**config.mk**
```make
export PLATFORM = sky130hd
export DESIGN_NAME = regfile_wb_flat
export DESIGN_NICKNAME = d
export VERILOG_FILES = /design/src/rtl/regfile_wb_if.sv /design/src/rtl/regfile_wb.sv /design/src/flat_wrapper.sv
export SDC_FILE = /design/constraint.sdc
export NUM_CORES = 1
export LEC_CHECK = 0
export ABC_CLOCK_PERIOD_IN_PS = 3130
export CORE_ASPECT_RATIO = 0.6
export CORE_MARGIN = 8
export CORE_UTILIZATION = 53
export DETAILED_ROUTE_END_ITERATION = 12
export PLACE_DENSITY_LB_ADDON = 0.12
export SYNTH_ARGS = -nofsm -noshare
export SYNTH_HDL_FRONTEND = slang
export SYNTH_SLANG_ARGS = --single-unit
```
**constraint.sdc**
```tcl
create_clock -name clk -period 3.13 [get_ports clk]
set_input_delay 0.626 -clock clk [delete_from_list [all_inputs] [get_ports clk]]
set_output_delay 0.626 -clock clk [all_outputs]
set_load 0.01 [all_outputs]
```
**src/rtl/regfile_wb_if.sv**
```systemverilog
// Write-back bus: two completion sources (mem, alu) in, register-file write port out.
interface regfile_wb_if #(
  parameter int DEPTH = 4
);
  localparam int CW = $clog2(DEPTH + 1);

  logic          mem_valid;
  logic          mem_ready;
  logic [4:0]    mem_rd;
  logic [31:0]   mem_data;
  logic          alu_valid;
  logic          alu_ready;
  logic [4:0]    alu_rd;
  logic [31:0]   alu_data;
  logic          wb_hold;
  logic          rf_load;
  logic [4:0]    rf_dest;
  logic [31:0]   rf_in;
  logic [31:0]   pending;
  logic [CW-1:0] count;

  // Completion sources and write-port consumer
  modport master (
    output mem_valid, mem_rd, mem_data, alu_valid, alu_rd, alu_data, wb_hold,
    input  mem_ready, alu_ready, rf_load, rf_dest, rf_in, pending, count
  );

  // Write-back queue
  modport slave (
    input  mem_valid, mem_rd, mem_data, alu_valid, alu_rd, alu_data, wb_hold,
    output mem_ready, alu_ready, rf_load, rf_dest, rf_in, pending, count
  );
endinterface

```
**src/rtl/regfile_wb.sv**
```systemverilog
// In-order write-back queue merging load and ALU completions into one
// register-file write port, with a per-register pending scoreboard.
module regfile_wb #(
  parameter int DEPTH = 4
) (
  input  logic         clk,
  input  logic         rst,
  regfile_wb_if.slave  bus
);
  localparam int PW = (DEPTH > 1) ? $clog2(DEPTH) : 1;
  localparam int CW = $clog2(DEPTH + 1);

  logic [PW-1:0]    head, tail;
  logic [CW-1:0]    count_q;
  logic [DEPTH-1:0] occ;
  logic [4:0]       rd_mem   [DEPTH];
  logic [31:0]      data_mem [DEPTH];

  logic        not_full, mem_fire, alu_fire, push, pop;
  logic [4:0]  enq_rd;
  logic [31:0] enq_data;
  logic [31:0] pending_c;

  // Ready ignores a same-cycle dequeue so it never depends on wb_hold.
  assign not_full      = count_q < CW'(DEPTH);
  assign bus.mem_ready = !rst && not_full;
  assign bus.alu_ready = !rst && not_full && !bus.mem_valid;

  assign mem_fire = bus.mem_valid && bus.mem_ready;
  assign alu_fire = bus.alu_valid && bus.alu_ready;
  assign enq_rd   = mem_fire ? bus.mem_rd   : bus.alu_rd;
  assign enq_data = mem_fire ? bus.mem_data : bus.alu_data;
  // Writes to x0 complete the handshake but are never stored.
  assign push     = (mem_fire || alu_fire) && (enq_rd != 5'd0);

  // Head is only presented from registered state, so a new entry waits a cycle.
  assign bus.rf_load = !rst && (count_q != '0) && !bus.wb_hold;
  assign bus.rf_dest = (!rst && count_q != '0) ? rd_mem[head]   : 5'd0;
  assign bus.rf_in   = (!rst && count_q != '0) ? data_mem[head] : 32'd0;
  assign pop         = bus.rf_load;
  assign bus.count   = count_q;

  // Pointers, occupancy and count
  always_ff @(posedge clk) begin
    if (rst) begin
      head    <= '0;
      tail    <= '0;
      count_q <= '0;
      occ     <= '0;
    end else begin
      if (push) begin
        occ[tail] <= 1'b1;
        tail      <= tail + 1'b1;
      end
      if (pop) begin
        occ[head] <= 1'b0;
        head      <= head + 1'b1;
      end
      case ({push, pop})
        2'b10:   count_q <= count_q + CW'(1);
        2'b01:   count_q <= count_q - CW'(1);
        default: count_q <= count_q;
      endcase
    end
  end

  // Entry storage; contents are qualified by occ so no reset is needed.
  always_ff @(posedge clk) begin
    if (push) begin
      rd_mem[tail]   <= enq_rd;
      data_mem[tail] <= enq_data;
    end
  end

  // Pending scoreboard: OR of onehot(rd) over occupied entries.
  always_comb begin
    pending_c = '0;
    for (int i = 0; i < DEPTH; i++)
      if (occ[i]) pending_c[rd_mem[i]] = 1'b1;
    pending_c[0] = 1'b0;
    if (rst) pending_c = '0;
  end

  assign bus.pending = pending_c;
endmodule

```
**src/flat_wrapper.sv**
```systemverilog
// flat-port wrapper written by rule: the top's interface ports become plain ports
module regfile_wb_flat 
#(
  parameter int DEPTH = 4
)
  (clk, rst, bus_mem_valid, bus_mem_rd, bus_mem_data, bus_alu_valid, bus_alu_rd, bus_alu_data, bus_wb_hold, bus_mem_ready, bus_alu_ready, bus_rf_load, bus_rf_dest, bus_rf_in, bus_pending, bus_count);
  regfile_wb_if #(.DEPTH(DEPTH)) bus_i ();
  input  logic clk;
  input  logic rst;
  input wire logic [$bits(bus_i.mem_valid)-1:0] bus_mem_valid;
  input wire logic [$bits(bus_i.mem_rd)-1:0] bus_mem_rd;
  input wire logic [$bits(bus_i.mem_data)-1:0] bus_mem_data;
  input wire logic [$bits(bus_i.alu_valid)-1:0] bus_alu_valid;
  input wire logic [$bits(bus_i.alu_rd)-1:0] bus_alu_rd;
  input wire logic [$bits(bus_i.alu_data)-1:0] bus_alu_data;
  input wire logic [$bits(bus_i.wb_hold)-1:0] bus_wb_hold;
  output wire logic [$bits(bus_i.mem_ready)-1:0] bus_mem_ready;
  output wire logic [$bits(bus_i.alu_ready)-1:0] bus_alu_ready;
  output wire logic [$bits(bus_i.rf_load)-1:0] bus_rf_load;
  output wire logic [$bits(bus_i.rf_dest)-1:0] bus_rf_dest;
  output wire logic [$bits(bus_i.rf_in)-1:0] bus_rf_in;
  output wire logic [$bits(bus_i.pending)-1:0] bus_pending;
  output wire logic [$bits(bus_i.count)-1:0] bus_count;
  assign bus_i.mem_valid = bus_mem_valid;
  assign bus_i.mem_rd = bus_mem_rd;
  assign bus_i.mem_data = bus_mem_data;
  assign bus_i.alu_valid = bus_alu_valid;
  assign bus_i.alu_rd = bus_alu_rd;
  assign bus_i.alu_data = bus_alu_data;
  assign bus_i.wb_hold = bus_wb_hold;
  assign bus_mem_ready = bus_i.mem_ready;
  assign bus_alu_ready = bus_i.alu_ready;
  assign bus_rf_load = bus_i.rf_load;
  assign bus_rf_dest = bus_i.rf_dest;
  assign bus_rf_in = bus_i.rf_in;
  assign bus_pending = bus_i.pending;
  assign bus_count = bus_i.count;
  regfile_wb #(.DEPTH(DEPTH)) u_core (.clk(clk), .rst(rst), .bus(bus_i));
endmodule
```
==> impl_metrics.py <==
metrics = {
    "outcome": {
        "outcome": "completed",
    },
    "cts": {
        "worst_skew_pair.late_latency_ns": 0.41,
        "cts-root-to-sink-buffers": 2,
        "worst_setup_hold_path_clk_slew_ns": 0.07,
        "cts-root-buf": "clkbuf_16",
        "clock_tree.htree_level_count": 4,
        "cts-buffers-inserted": 17,
        "ctsHoldBuffers": 0,
        "cts_num_sinks": 161,
        "tritoncts": "built",
    },
    "synthesis": {
        "async_set_reset_flop_share_out_of_synthesis_pct": 0,
        "ys_seq_area_share_pct": 58.5,
        "yosysWarningCount": 0,
        "synthesis.nets": 635,
        "synth.avg_cell_area_um2": 14.7,
        "post_synthesis_instance_total": 546,
        "yosys_register_bits": 161,
        "synth-edff-count": 148,
        "synth_top_flop_cell": "edfxtp_1",
        "synthesis.area_um2": 8050,
        "synth.lib_cells_used.distinct": 50,
    },
    "die": {
        "die_h_um": 111,
        "die_width_um": 175,
        "std_cell_rows": 35,
        "design.core.area_um2": 15100,
        "dieArea_um2": 19500,
        "floorplan.initialDensity_pct": 53.3,
        "pin_count": 154,
    },
    "timing": {
        "timing.final.crit_period_ns": 3.04,
        "worst_pin_slew_ns": 0.584,
        "report.final.hold_viol_count": 0,
        "slew_viol_final": 0,
        "finClkSkew_ns": 0.0106,
        "slew_headroom_pct": 61.0,
        "rsz_0062_raised_after_global_routing": "false",
        "report.final.setup_viol": 0,
        "fin_hold_ws_ns": 0.551,
        "timing.fmax_mhz": 329,
        "final_critical_path_setup_slack_ns": 0.0935,
        "fin_crit_sh_pct": 97.0,
    },
    "global_routing": {
        "grt.met2_usage_pct": 30.4,
        "via_count_of_the_first_global_routing_pass": 5752,
        "gr-usage-met1_pct": 29.3,
        "antenna_found_initial": 0,
        "grt_use_total_pct": 20.9,
        "grt_first_pass_wirelength_um": 31900,
        "grt_remaining_overflow": 0,
        "use_met3_pct": 7.33,
        "grt_start_max_net_pins": 48,
        "grt_most_used_layer": "met2",
    },
    "detailed_routing": {
        "dr_total_vias": 5527,
        "post-route-drc-count": 0,
        "drt_iter0_markers": 518,
        "routed_wire_length_per_instance_um": 22.3,
        "drt_pre_antenna_iters": 7,
        "wirelength_um": 20500,
        "drt.antenna.violating_nets": 0,
        "via_count_normalized_by_instance_count": 6.01,
    },
    "placed_design": {
        "dpl.cell_count": 885,
        "portBuffers": 152,
        "dp_slack_ns": -0.0766,
        "place_congestion": 0.858,
        "post_detailed_placement_half_perimeter_wirelength_um": 14100,
    },
    "worst_setup_path": {
        "critPathRequiredTime_ns": 2.50,
        "timing.critical_path.from_type": "flip-flop",
        "critical_path_class": "flip-flop to output pin",
        "arrival_ns": 2.41,
        "worstPathMaxFanout": 24,
        "timing.critical_path.to_type": "output pin",
    },
    "power_and_ir_drop": {
        "power-per-cell-area_nw_per_um2": 537,
        "vdd.ir_drop.worst_mv": 0.418,
        "power.static_leakage_uw": 0.00329,
    },
    "cells_and_area": {
        "nNetsFinal": 792,
        "post-route-util_pct": 69.5,
        "num_antenna_cells": 0,
        "layout.cells.most_common": "clkdlybuf4s50_1",
        "layoutNonFillerInstCount": 919,
        "layout_area_growth_over_synthesis_pct": 30.6,
        "share_of_layout_cells_above_drive_strength_1_pct": 21.5,
        "layout.cells.most_common_list": "clkdlybuf4s50_1, edfxtp_1, a22oi_1, mux4_2, nor2b_1",
    },
    "worst_hold_path": {
        "timing.hold.worst.class": "flip-flop to flip-flop",
    },
    "job": {
        "cap_viol_max_count": 0,
    },
}
[stage by stage]
stage,setup TNS [ns],area (µm²),power (µW)
6_report,0,10500,5640
5_1_grt,0,10500,5860
4_1_cts,0,10400,5690
3_5_place_dp,-0.0766,9840,3700
3_3_place_gp,0,9840,3680
2_1_floorplan,0,8050,3260
[cell type report]
| class | count | area (µm²) |
|---|---|---|
| clock buffers | 17 | 425 |
| clock inverters | 15 | 159 |
| fillers | 1047 | 4600 |
| inverters | 17 | 63.8 |
| multi-input cells | 331 | 3120 |
| flip-flops and latches | 161 | 4710 |
| well taps | 203 | 254 |
| repair buffers | 175 | 1780 |
[power breakdown]
part / switching, µW / internal [µW]
registers: 79.5 / 2500
logic: 494 / 586
clock network: 918 / 1070
total: 1490 / 4150
[critical path, stage by stage, from the launching register on]
cell,delay (ns)
dfxtp_2,0.45
nor3_2,0.10
or2_2,0.45
buf_12,0.23
nor2b_1,0.17
clkdlybuf4s50_1,0.57
[what timing repair did]
action | in CTS | in global routing
endpoints found under the hold margin | 0 | 0
setup endpoints to repair | 24 | 18
buffers inserted | 0 | 2
gates resized for setup | 1 | 13
[cells by family (layout without fill, tap and decap cells)]
| group | Yosys count | count (layout) | synth area share, % |
|---|---|---|---|
| AOI/OAI and AO/OA | 105 | 105 | 9.28 |
| DFF | 161 | 161 | 58.5 |
| adders and majority gates | 10 | 10 | 1.65 |
| buffers and inverters | 54 | 224 | 3.69 |
| other | 1 | 1 | 0.0466 |
| xor gates and xnor gates | 2 | 2 | 0.218 |
| and+or+nand+nor | 137 | 137 | 10.8 |
| muxes | 76 | 76 | 15.8 |
[path summary, 6_finish.rpt]
kind	endpoint	from	depth (start not counted)	slack [ns]
setup / recovery	bus_rf_in[7]	u_core.bus.count[2]	5	0.09
hold / removal	u_core.tail[0]	u_core.tail[0]	2	0.55
setup reg to reg	u_core.bus.count[2]	u_core.bus.count[2]	10	1.02
hold reg to reg	u_core.tail[0]	u_core.tail[0]	2	0.55
[state kept, by name (all words and copies together) (netlist names), named ones only]
name              count
u_core.head           2
u_core.rd_mem        20
u_core.data_mem     128
u_core.tail           2
u_core.occ            4
u_core.bus.count      3
[Yosys cell counts (10+ instances only)]
cell	n	share of area, %
inv_1	15	0.70
edfxtp_1	148	55
nand3b_1	10	0.93
buf_2	10	0.62
mux2_1	20	2.8
mux2_2	19	2.7
nor3b_1	12	1.1
nor2_1	26	1.2
nand2_1	11	0.51
mux4_2	37	10
nor2b_1	37	2.9
clkbuf_1	13	0.61
a21oi_1	33	2.1
a22oi_1	40	3.7
dfxtp_1	13	3.2
[per-layer routing]
metal / up-vias / part of all wire (%)
met1: 2720 / 44
met3: 21 / 11
met5: - / 0
met4: 0 / 1.0
li1: 2469 / -
met2: 317 / 44
Power figures use the tool's default switching activity.
